## src/rtl/mips_multicycle_control_if.sv

```systemverilog
// Control/datapath bundle for the multicycle MIPS main controller.
// master = control FSM side, slave = datapath side.
interface mips_multicycle_control_if;
    logic [5:0] opcode;
    logic       mem_ready;
    logic       PCWrite;
    logic       PCWriteCond;
    logic       PCWriteCondNe;
    logic       IorD;
    logic       MemRead;
    logic       MemWrite;
    logic       IRWrite;
    logic       MemtoReg;
    logic       RegDst;
    logic       RegWrite;
    logic       ALUSrcA;
    logic [1:0] ALUSrcB;
    logic [1:0] PCSource;
    logic       aluOP1;
    logic       aluOP2;
    logic       instr_done;
    logic       illegal_op;
    logic [3:0] state_out;

    modport master (
        input  opcode, mem_ready,
        output PCWrite, PCWriteCond, PCWriteCondNe, IorD, MemRead, MemWrite,
               IRWrite, MemtoReg, RegDst, RegWrite, ALUSrcA, ALUSrcB, PCSource,
               aluOP1, aluOP2, instr_done, illegal_op, state_out
    );

    modport slave (
        output opcode, mem_ready,
        input  PCWrite, PCWriteCond, PCWriteCondNe, IorD, MemRead, MemWrite,
               IRWrite, MemtoReg, RegDst, RegWrite, ALUSrcA, ALUSrcB, PCSource,
               aluOP1, aluOP2, instr_done, illegal_op, state_out
    );
endinterface

```

## src/rtl/mips_multicycle_control.sv

```systemverilog
// Main control FSM of the multicycle MIPS datapath: fetch/decode/execute/
// memory/writeback sequencing with mem_ready stalls and illegal-opcode discard.
module mips_multicycle_control #(
    parameter logic [5:0] OP_RTYPE = 6'b000000,
    parameter logic [5:0] OP_LW    = 6'b100011,
    parameter logic [5:0] OP_SW    = 6'b101011,
    parameter logic [5:0] OP_BEQ   = 6'b000100,
    parameter logic [5:0] OP_BNE   = 6'b000101,
    parameter logic [5:0] OP_J     = 6'b000010
) (
    input  logic                       clk,
    input  logic                       reset,
    mips_multicycle_control_if.master  ctl
);

    typedef enum logic [3:0] {
        S_FETCH    = 4'd0,
        S_DECODE   = 4'd1,
        S_MEMADDR  = 4'd2,
        S_MEMREAD  = 4'd3,
        S_MEMWB    = 4'd4,
        S_MEMWRITE = 4'd5,
        S_EXECUTE  = 4'd6,
        S_RWB      = 4'd7,
        S_BRANCH   = 4'd8,
        S_JUMP     = 4'd9
    } state_t;

    state_t     state_q, state_d;
    logic [5:0] op_q, op_d;

    logic       pc_write, pc_wcond, pc_wcond_ne, iord, mem_rd, mem_wr, ir_wr;
    logic       mem2reg, reg_dst, reg_wr, src_a, aop1, aop2, done, illegal;
    logic [1:0] src_b, pc_src;

    always_ff @(posedge clk) begin
        if (reset) begin
            state_q <= S_FETCH;
            op_q    <= '0;
        end else begin
            state_q <= state_d;
            op_q    <= op_d;
        end
    end

    // Outputs are forced low while reset is held, whatever state we were in.
    always_comb begin
        state_d     = S_FETCH;
        op_d        = op_q;
        pc_write    = 1'b0;
        pc_wcond    = 1'b0;
        pc_wcond_ne = 1'b0;
        iord        = 1'b0;
        mem_rd      = 1'b0;
        mem_wr      = 1'b0;
        ir_wr       = 1'b0;
        mem2reg     = 1'b0;
        reg_dst     = 1'b0;
        reg_wr      = 1'b0;
        src_a       = 1'b0;
        src_b       = 2'b00;
        pc_src      = 2'b00;
        aop1        = 1'b0;
        aop2        = 1'b0;
        done        = 1'b0;
        illegal     = 1'b0;
        if (!reset) begin
            case (state_q)
                S_FETCH: begin
                    mem_rd   = 1'b1;
                    src_b    = 2'b01;
                    ir_wr    = ctl.mem_ready;
                    pc_write = ctl.mem_ready;
                    state_d  = ctl.mem_ready ? S_DECODE : S_FETCH;
                end
                S_DECODE: begin
                    src_b = 2'b11;
                    op_d  = ctl.opcode;
                    case (ctl.opcode)
                        OP_RTYPE:      state_d = S_EXECUTE;
                        OP_LW, OP_SW:  state_d = S_MEMADDR;
                        OP_BEQ, OP_BNE: state_d = S_BRANCH;
                        OP_J:          state_d = S_JUMP;
                        default: begin
                            illegal = 1'b1;
                            state_d = S_FETCH;
                        end
                    endcase
                end
                S_MEMADDR: begin
                    src_a   = 1'b1;
                    src_b   = 2'b10;
                    state_d = (op_q == OP_SW) ? S_MEMWRITE : S_MEMREAD;
                end
                S_MEMREAD: begin
                    mem_rd  = 1'b1;
                    iord    = 1'b1;
                    state_d = ctl.mem_ready ? S_MEMWB : S_MEMREAD;
                end
                S_MEMWB: begin
                    mem2reg = 1'b1;
                    reg_wr  = 1'b1;
                    done    = 1'b1;
                end
                S_MEMWRITE: begin
                    mem_wr  = 1'b1;
                    iord    = 1'b1;
                    done    = ctl.mem_ready;
                    state_d = ctl.mem_ready ? S_FETCH : S_MEMWRITE;
                end
                S_EXECUTE: begin
                    src_a   = 1'b1;
                    aop1    = 1'b1;
                    state_d = S_RWB;
                end
                S_RWB: begin
                    reg_dst = 1'b1;
                    reg_wr  = 1'b1;
                    done    = 1'b1;
                end
                S_BRANCH: begin
                    src_a       = 1'b1;
                    aop2        = 1'b1;
                    pc_src      = 2'b01;
                    pc_wcond    = (op_q == OP_BEQ);
                    pc_wcond_ne = (op_q == OP_BNE);
                    done        = 1'b1;
                end
                S_JUMP: begin
                    pc_src   = 2'b10;
                    pc_write = 1'b1;
                    done     = 1'b1;
                end
                default: state_d = S_FETCH;
            endcase
        end
    end

    assign ctl.PCWrite       = pc_write;
    assign ctl.PCWriteCond   = pc_wcond;
    assign ctl.PCWriteCondNe = pc_wcond_ne;
    assign ctl.IorD          = iord;
    assign ctl.MemRead       = mem_rd;
    assign ctl.MemWrite      = mem_wr;
    assign ctl.IRWrite       = ir_wr;
    assign ctl.MemtoReg      = mem2reg;
    assign ctl.RegDst        = reg_dst;
    assign ctl.RegWrite      = reg_wr;
    assign ctl.ALUSrcA       = src_a;
    assign ctl.ALUSrcB       = src_b;
    assign ctl.PCSource      = pc_src;
    assign ctl.aluOP1        = aop1;
    assign ctl.aluOP2        = aop2;
    assign ctl.instr_done    = done;
    assign ctl.illegal_op    = illegal;
    assign ctl.state_out     = reset ? 4'd0 : state_q;

endmodule
```

## src/flat_wrapper.sv

```systemverilog
// flat-port wrapper written by rule: the top's interface ports become plain ports
module mips_multicycle_control_flat 
#(
    parameter logic [5:0] OP_RTYPE = 6'b000000,
    parameter logic [5:0] OP_LW    = 6'b100011,
    parameter logic [5:0] OP_SW    = 6'b101011,
    parameter logic [5:0] OP_BEQ   = 6'b000100,
    parameter logic [5:0] OP_BNE   = 6'b000101,
    parameter logic [5:0] OP_J     = 6'b000010
)
  (clk, reset, ctl_opcode, ctl_mem_ready, ctl_PCWrite, ctl_PCWriteCond, ctl_PCWriteCondNe, ctl_IorD, ctl_MemRead, ctl_MemWrite, ctl_IRWrite, ctl_MemtoReg, ctl_RegDst, ctl_RegWrite, ctl_ALUSrcA, ctl_ALUSrcB, ctl_PCSource, ctl_aluOP1, ctl_aluOP2, ctl_instr_done, ctl_illegal_op, ctl_state_out);
  mips_multicycle_control_if ctl_i ();
  input  logic clk;
  input  logic reset;
  input wire logic [$bits(ctl_i.opcode)-1:0] ctl_opcode;
  input wire logic [$bits(ctl_i.mem_ready)-1:0] ctl_mem_ready;
  output wire logic [$bits(ctl_i.PCWrite)-1:0] ctl_PCWrite;
  output wire logic [$bits(ctl_i.PCWriteCond)-1:0] ctl_PCWriteCond;
  output wire logic [$bits(ctl_i.PCWriteCondNe)-1:0] ctl_PCWriteCondNe;
  output wire logic [$bits(ctl_i.IorD)-1:0] ctl_IorD;
  output wire logic [$bits(ctl_i.MemRead)-1:0] ctl_MemRead;
  output wire logic [$bits(ctl_i.MemWrite)-1:0] ctl_MemWrite;
  output wire logic [$bits(ctl_i.IRWrite)-1:0] ctl_IRWrite;
  output wire logic [$bits(ctl_i.MemtoReg)-1:0] ctl_MemtoReg;
  output wire logic [$bits(ctl_i.RegDst)-1:0] ctl_RegDst;
  output wire logic [$bits(ctl_i.RegWrite)-1:0] ctl_RegWrite;
  output wire logic [$bits(ctl_i.ALUSrcA)-1:0] ctl_ALUSrcA;
  output wire logic [$bits(ctl_i.ALUSrcB)-1:0] ctl_ALUSrcB;
  output wire logic [$bits(ctl_i.PCSource)-1:0] ctl_PCSource;
  output wire logic [$bits(ctl_i.aluOP1)-1:0] ctl_aluOP1;
  output wire logic [$bits(ctl_i.aluOP2)-1:0] ctl_aluOP2;
  output wire logic [$bits(ctl_i.instr_done)-1:0] ctl_instr_done;
  output wire logic [$bits(ctl_i.illegal_op)-1:0] ctl_illegal_op;
  output wire logic [$bits(ctl_i.state_out)-1:0] ctl_state_out;
  assign ctl_i.opcode = ctl_opcode;
  assign ctl_i.mem_ready = ctl_mem_ready;
  assign ctl_PCWrite = ctl_i.PCWrite;
  assign ctl_PCWriteCond = ctl_i.PCWriteCond;
  assign ctl_PCWriteCondNe = ctl_i.PCWriteCondNe;
  assign ctl_IorD = ctl_i.IorD;
  assign ctl_MemRead = ctl_i.MemRead;
  assign ctl_MemWrite = ctl_i.MemWrite;
  assign ctl_IRWrite = ctl_i.IRWrite;
  assign ctl_MemtoReg = ctl_i.MemtoReg;
  assign ctl_RegDst = ctl_i.RegDst;
  assign ctl_RegWrite = ctl_i.RegWrite;
  assign ctl_ALUSrcA = ctl_i.ALUSrcA;
  assign ctl_ALUSrcB = ctl_i.ALUSrcB;
  assign ctl_PCSource = ctl_i.PCSource;
  assign ctl_aluOP1 = ctl_i.aluOP1;
  assign ctl_aluOP2 = ctl_i.aluOP2;
  assign ctl_instr_done = ctl_i.instr_done;
  assign ctl_illegal_op = ctl_i.illegal_op;
  assign ctl_state_out = ctl_i.state_out;
  mips_multicycle_control #(.OP_RTYPE(OP_RTYPE), .OP_LW(OP_LW), .OP_SW(OP_SW), .OP_BEQ(OP_BEQ), .OP_BNE(OP_BNE), .OP_J(OP_J)) u_core (.clk(clk), .reset(reset), .ctl(ctl_i));
endmodule
```

## config.mk

```make
export PLATFORM = sky130hd
export DESIGN_NAME = mips_multicycle_control_flat
export DESIGN_NICKNAME = d
export VERILOG_FILES = /design/src/rtl/mips_multicycle_control_if.sv /design/src/rtl/mips_multicycle_control.sv /design/src/flat_wrapper.sv
export SDC_FILE = /design/constraint.sdc
export NUM_CORES = 1
export LEC_CHECK = 0
export CAP_MARGIN = 20
export CORE_MARGIN = 8
export CORE_UTILIZATION = 38
export CTS_BUF_LIST = sky130_fd_sc_hd__clkbuf_16
export DETAILED_ROUTE_END_ITERATION = 10
export GPL_TIMING_DRIVEN = 1
export PLACE_DENSITY = 0.75
export SLEW_MARGIN = 5
export SYNTH_ARGS = -nofsm -noshare
export SYNTH_HDL_FRONTEND = slang
export SYNTH_SLANG_ARGS = --single-unit
```

## constraint.sdc

```tcl
create_clock -name clk -period 1.3 [get_ports clk]
set_input_delay 0.195 -clock clk [delete_from_list [all_inputs] [get_ports clk]]
set_output_delay 0.195 -clock clk [all_outputs]
set_load 0.1 [all_outputs]
```

==> out/metrics.yaml, run 1 <==
lastStage: "clock tree synthesis"
netlist_area_sq_um: 796
ys_ff_latch: 10
synth_warnings: 0
port_buffers: 31
dp_worst_setup_slack_ns: -0.539
dp_cells: 193
synth_seq_area_share: 0.252
firstError: "[ERROR DPL-0038] Utilization greater than 100%, impossible to legalize"
syn_inst: 100
dpl_cell_area_sq_um: 1830
clk_path_buf_depth: 2
postCtsHoldBufs: 0
cts_setup_buffers: 12
dpl.hpwl_um: 3150
synthesis.nets: 109
htreeDepth: 1
synth_ff_type: "dfxtp_1"
dieHeight_um: 61.8
cts_buffers: 3
clock_sinks: 10
clock-root-buffer: "clkbuf_16"
syn_area_per_cell_sq_um: 7.96
ctsResizeCount: 58
ioPinCount: 32
outcome: "did not finish"
ys_types: 41
gp_congestion: 0.934
ys_async_sr_fraction: 0
synth_edf_count: 0
start_util: 0.406
fp.dieW_um: 61.8
num_rows: 16
==> synth_stat cells, types with 2 or more instances <==
cell type,n,share of area
a21oi_1,4,0.025
and3_1,2,0.016
and3b_1,2,0.022
buf_4,4,0.038
buf_6,2,0.028
clkbuf_1,3,0.014
dfxtp_1,10,0.25
inv_1,3,0.014
mux2i_1,7,0.088
nand2_1,2,0.0094
nand2b_1,3,0.024
nand4_1,2,0.016
nor2_1,16,0.075
nor2b_1,3,0.024
nor3_1,5,0.031
nor4_1,3,0.024
o21a_1,2,0.019
o21ai_0,3,0.019
xnor2_1,2,0.022
==> logic make-up after synthesis <==
| logic type | Yosys count | share of synthesized area |
|---|---|---|
| mux | 7 | 0.0881 |
| compound gates | 16 | 0.138 |
| buf+inv | 12 | 0.0943 |
| flops | 10 | 0.252 |
| xor+xnor | 2 | 0.0220 |
| simple gates | 53 | 0.406 |
==> metrics by stage <==
step / setup TNS, ns / util
3_3_place_gp: -7.77 / 0.932
3_5_place_dp: -9.60 / 0.932
2_1_floorplan: -9.39 / -
==> inputs of run 2 (changes only) <==
--- a/config.mk
+++ b/config.mk
@@ -6,12 +6,11 @@
 export NUM_CORES = 1
 export LEC_CHECK = 0
 export CAP_MARGIN = 20
-export CORE_MARGIN = 8
-export CORE_UTILIZATION = 38
-export CTS_BUF_LIST = sky130_fd_sc_hd__clkbuf_16
+export CORE_AREA = 8 8 69 71
 export DETAILED_ROUTE_END_ITERATION = 10
+export DIE_AREA = 0 0 77 79
 export GPL_TIMING_DRIVEN = 1
-export PLACE_DENSITY = 0.75
+export PLACE_DENSITY_LB_ADDON = 0.15
 export SLEW_MARGIN = 5
 export SYNTH_ARGS = -nofsm -noshare
 export SYNTH_HDL_FRONTEND = slang
==> constraint.sdc (replaced) <==
create_clock -name clk -period 1.69 [get_ports clk]
set_input_delay 0.2535 -clock clk [delete_from_list [all_inputs] [get_ports clk]]
set_output_delay 0.2535 -clock clk [all_outputs]
set_load 0.1 [all_outputs]
==> run 2 against run 1 <==
Net effect:
- the flow now finishes, with violations (negative setup slack)
- synthesized cell count unchanged
- area after synthesis unchanged
==> out/metrics.yaml, run 2 <==
outcome: "finished with violations"
violations: "negative setup slack"
cp_cell_sequence: "or4b_4 > nor4_4 > and2_4 > buf_12"
hold_viol_final: 0
wire_per_inst_um: 12.5
drc: 0
clk_path_buf_depth: 2  # unchanged
tns_ns: -0.704
clk_latency_ns: 0.23
synth_warnings: 0  # unchanged
fillers: 368
fp.dieW_um: 77  # +25%
max_stage_delay_ns: 0.55
nets: 184
busiest_layer: "met2"
die_area_sq_um: 6080
final_common_cell: "buf_4"
r2r_cells: 6
start_kind: "flop"
clkTransAtPathRegs_ns: 0.04
yosysMostFrequentCell: "nor2_1"
endpoint_kind: "output port"
synth_ff_type: "dfxtp_1"
crit_type: "reg2out"
syn_area_per_cell_sq_um: 7.96  # unchanged
htreeDepth: 1  # unchanged
worstMarginPinSlew_ns: 0.327
largest-register: "u_core.op_q"
p_total_mw: 0.802
layout-drive-gt1-share: 0.659
holdCritPathClass: "reg2reg"
yosys.area_share.simple: 0.406  # unchanged
synthMuxAreaShare: 0.0881  # unchanged
critPathLaunch: "u_core.op_q[1]"
grt.total_usage: 0.0975
synth_common_cells: "16 x nor2_1, 10 x dfxtp_1, 7 x mux2i_1"
ys_ff_latch: 10  # unchanged
critPathArrivalTime_ns: 1.62
largest_reg_flops: 6
p_leak_nw: 0.788
dp_cells: 204  # +5.7%
max_freq_mhz: 535
detail-route-antenna-nets: 0
area_growth_pct: 153
use_met2: 0.186
overflow: 0
fin_cells: 223
p_per_area_nw_per_um2: 398
synth-adder-area-share: 0  # unchanged
wl_um: 2780
yosys-top-cells-area: "dfxtp_1 25%, mux2i_1 8.8%, nor2_1 7.5%"
ioPinCount: 32  # unchanged
first_pass_iters: 2
post_drt_via_cell_ratio: 4.51
antenna_found_initial: 0
dpl.hpwl_um: 2360  # -25%
synth_compound_area_frac: 0.138  # unchanged
critPathSlowestCell: "or4b_4"
cp_max_fo: 2
start_util: 0.209  # -0.196
ys_types: 41  # unchanged
dpl_cell_area_sq_um: 1740  # -4.7%
r2r_end: "u_core.state_q[2]"
synth-xor-area-share: 0.0220  # unchanged
ys_async_sr_fraction: 0  # unchanged
gp_congestion: 0.807  # -14%
endpoint: "ctl_PCWriteCondNe"
grt_pass1_wl_um: 4840
hold-worst-slack_ns: 0.545
maxSlewViolCount: 0
clock-root-buffer: "clkbuf_8"
synth_edf_count: 0  # unchanged
grt_util_met1: 0.0971
synth_top_family_by_area: "simple AND/OR/NAND/NOR gates"
finalCritPeriodShare: 1.11
final_cell_mix: "38 x buf_4, 24 x buf_12, 9 x nor2_1"
required_ns: 1.44
post-route-util: 0.531
drt-initial-drc-count: 33
dieHeight_um: 79  # +28%
num_rows: 23  # +7
grt_max_degree: 14
synth_top_area_share: 0.252  # unchanged
ir_drop_v: 0.000268
cap_violations: 0
dp_worst_setup_slack_ns: -0.323  # +0.216 ns
syn_inst: 100  # unchanged
cts_buffers: 3  # unchanged
num_vias: 1006
min_period_ns: 1.87
rsz0062_at_grt: "true"
diodes: 0
netlist_area_sq_um: 796  # unchanged
port_buffers: 31  # unchanged
finalClockSkew_ns: 0.00154
grt_pass1_vias: 1036
yosys.area.top_type: "dfxtp_1"
finalInstanceArea_sq_um: 2020
core_sq_um: 3800
setup_viol: 10
synthesis.nets: 109  # unchanged
worst-r2r-setup-slack_ns: 0.17
r2r_start: "u_core.state_q[3]"
grtUsageMet3: 0.0248
synth_seq_area_share: 0.252  # unchanged
reg.largest.list: "u_core.op_q x6, u_core.state_q x4"
clock_sinks: 10  # unchanged
maxSlewHeadroom: 0.779
fin_ws_ns: -0.180
cts_tree: "built"
run 2: cell counts after synthesis:
No cell type changed its count.
run 2: worst max-delay path: cells and delay by family (launching register included):
family,cells,cell delay [ns]
buf+inv,1,0.17
simple gates,3,0.91
flops,1,0.30
run 2: layer usage:
metal	part of all wire	up-vias
li1	-	509
met1	0.41	470
met2	0.54	23
met3	0.041	4
met4	0.014	0
met5	0	-
run 2: worst min path at each step:
stage,to,from,slack (ns),cells after the start
floorplan,u_core.state_q[0],ctl_opcode[1],0.40,2
global placement,u_core.op_q[0],u_core.op_q[0],0.53,2
detailed placement,u_core.op_q[0],u_core.op_q[0],0.55,2
CTS,u_core.op_q[0],u_core.op_q[0],0.55,2
global route,u_core.op_q[0],u_core.op_q[0],0.58,2
finish,u_core.op_q[0],u_core.op_q[0],0.55,2
run 2: cells by family after synthesis:
logic type,count (synthesis)
flip-flops,10
multiplexers,7
buffers and inverters,12
AND/OR/NAND/NOR,53
XOR/XNOR,2
AO/OA/AOI/OAI,16
run 2: report_power, final:
group | internal (mW) | leakage (nW) | switching, mW | total [mW]
clock network | 0.155 | 0.0216 | 0.0822 | 0.237
logic | 0.145 | 0.683 | 0.167 | 0.312
registers | 0.246 | 0.0837 | 0.00728 | 0.254
total | 0.546 | 0.788 | 0.257 | 0.802
run 2: final cells by class:
class	instances	area, sq um	share of cell area
inverters	3	15.0	0.00744
clock buffers	3	41.3	0.0205
multi-input cells	78	746	0.370
flip-flops and latches	10	208	0.103
repair buffers	79	945	0.468
well taps	50	62.6	0.0310
run 2: repair_timing:
item | CTS | global route
resized for setup | 28 | 8
hold buffers | 0 | 0
endpoints found under the setup margin | 18 | 17
setup buffers | 11 | 5
pin swaps | 10 | 5
Note: power is estimated with default switching activity, not from simulation.
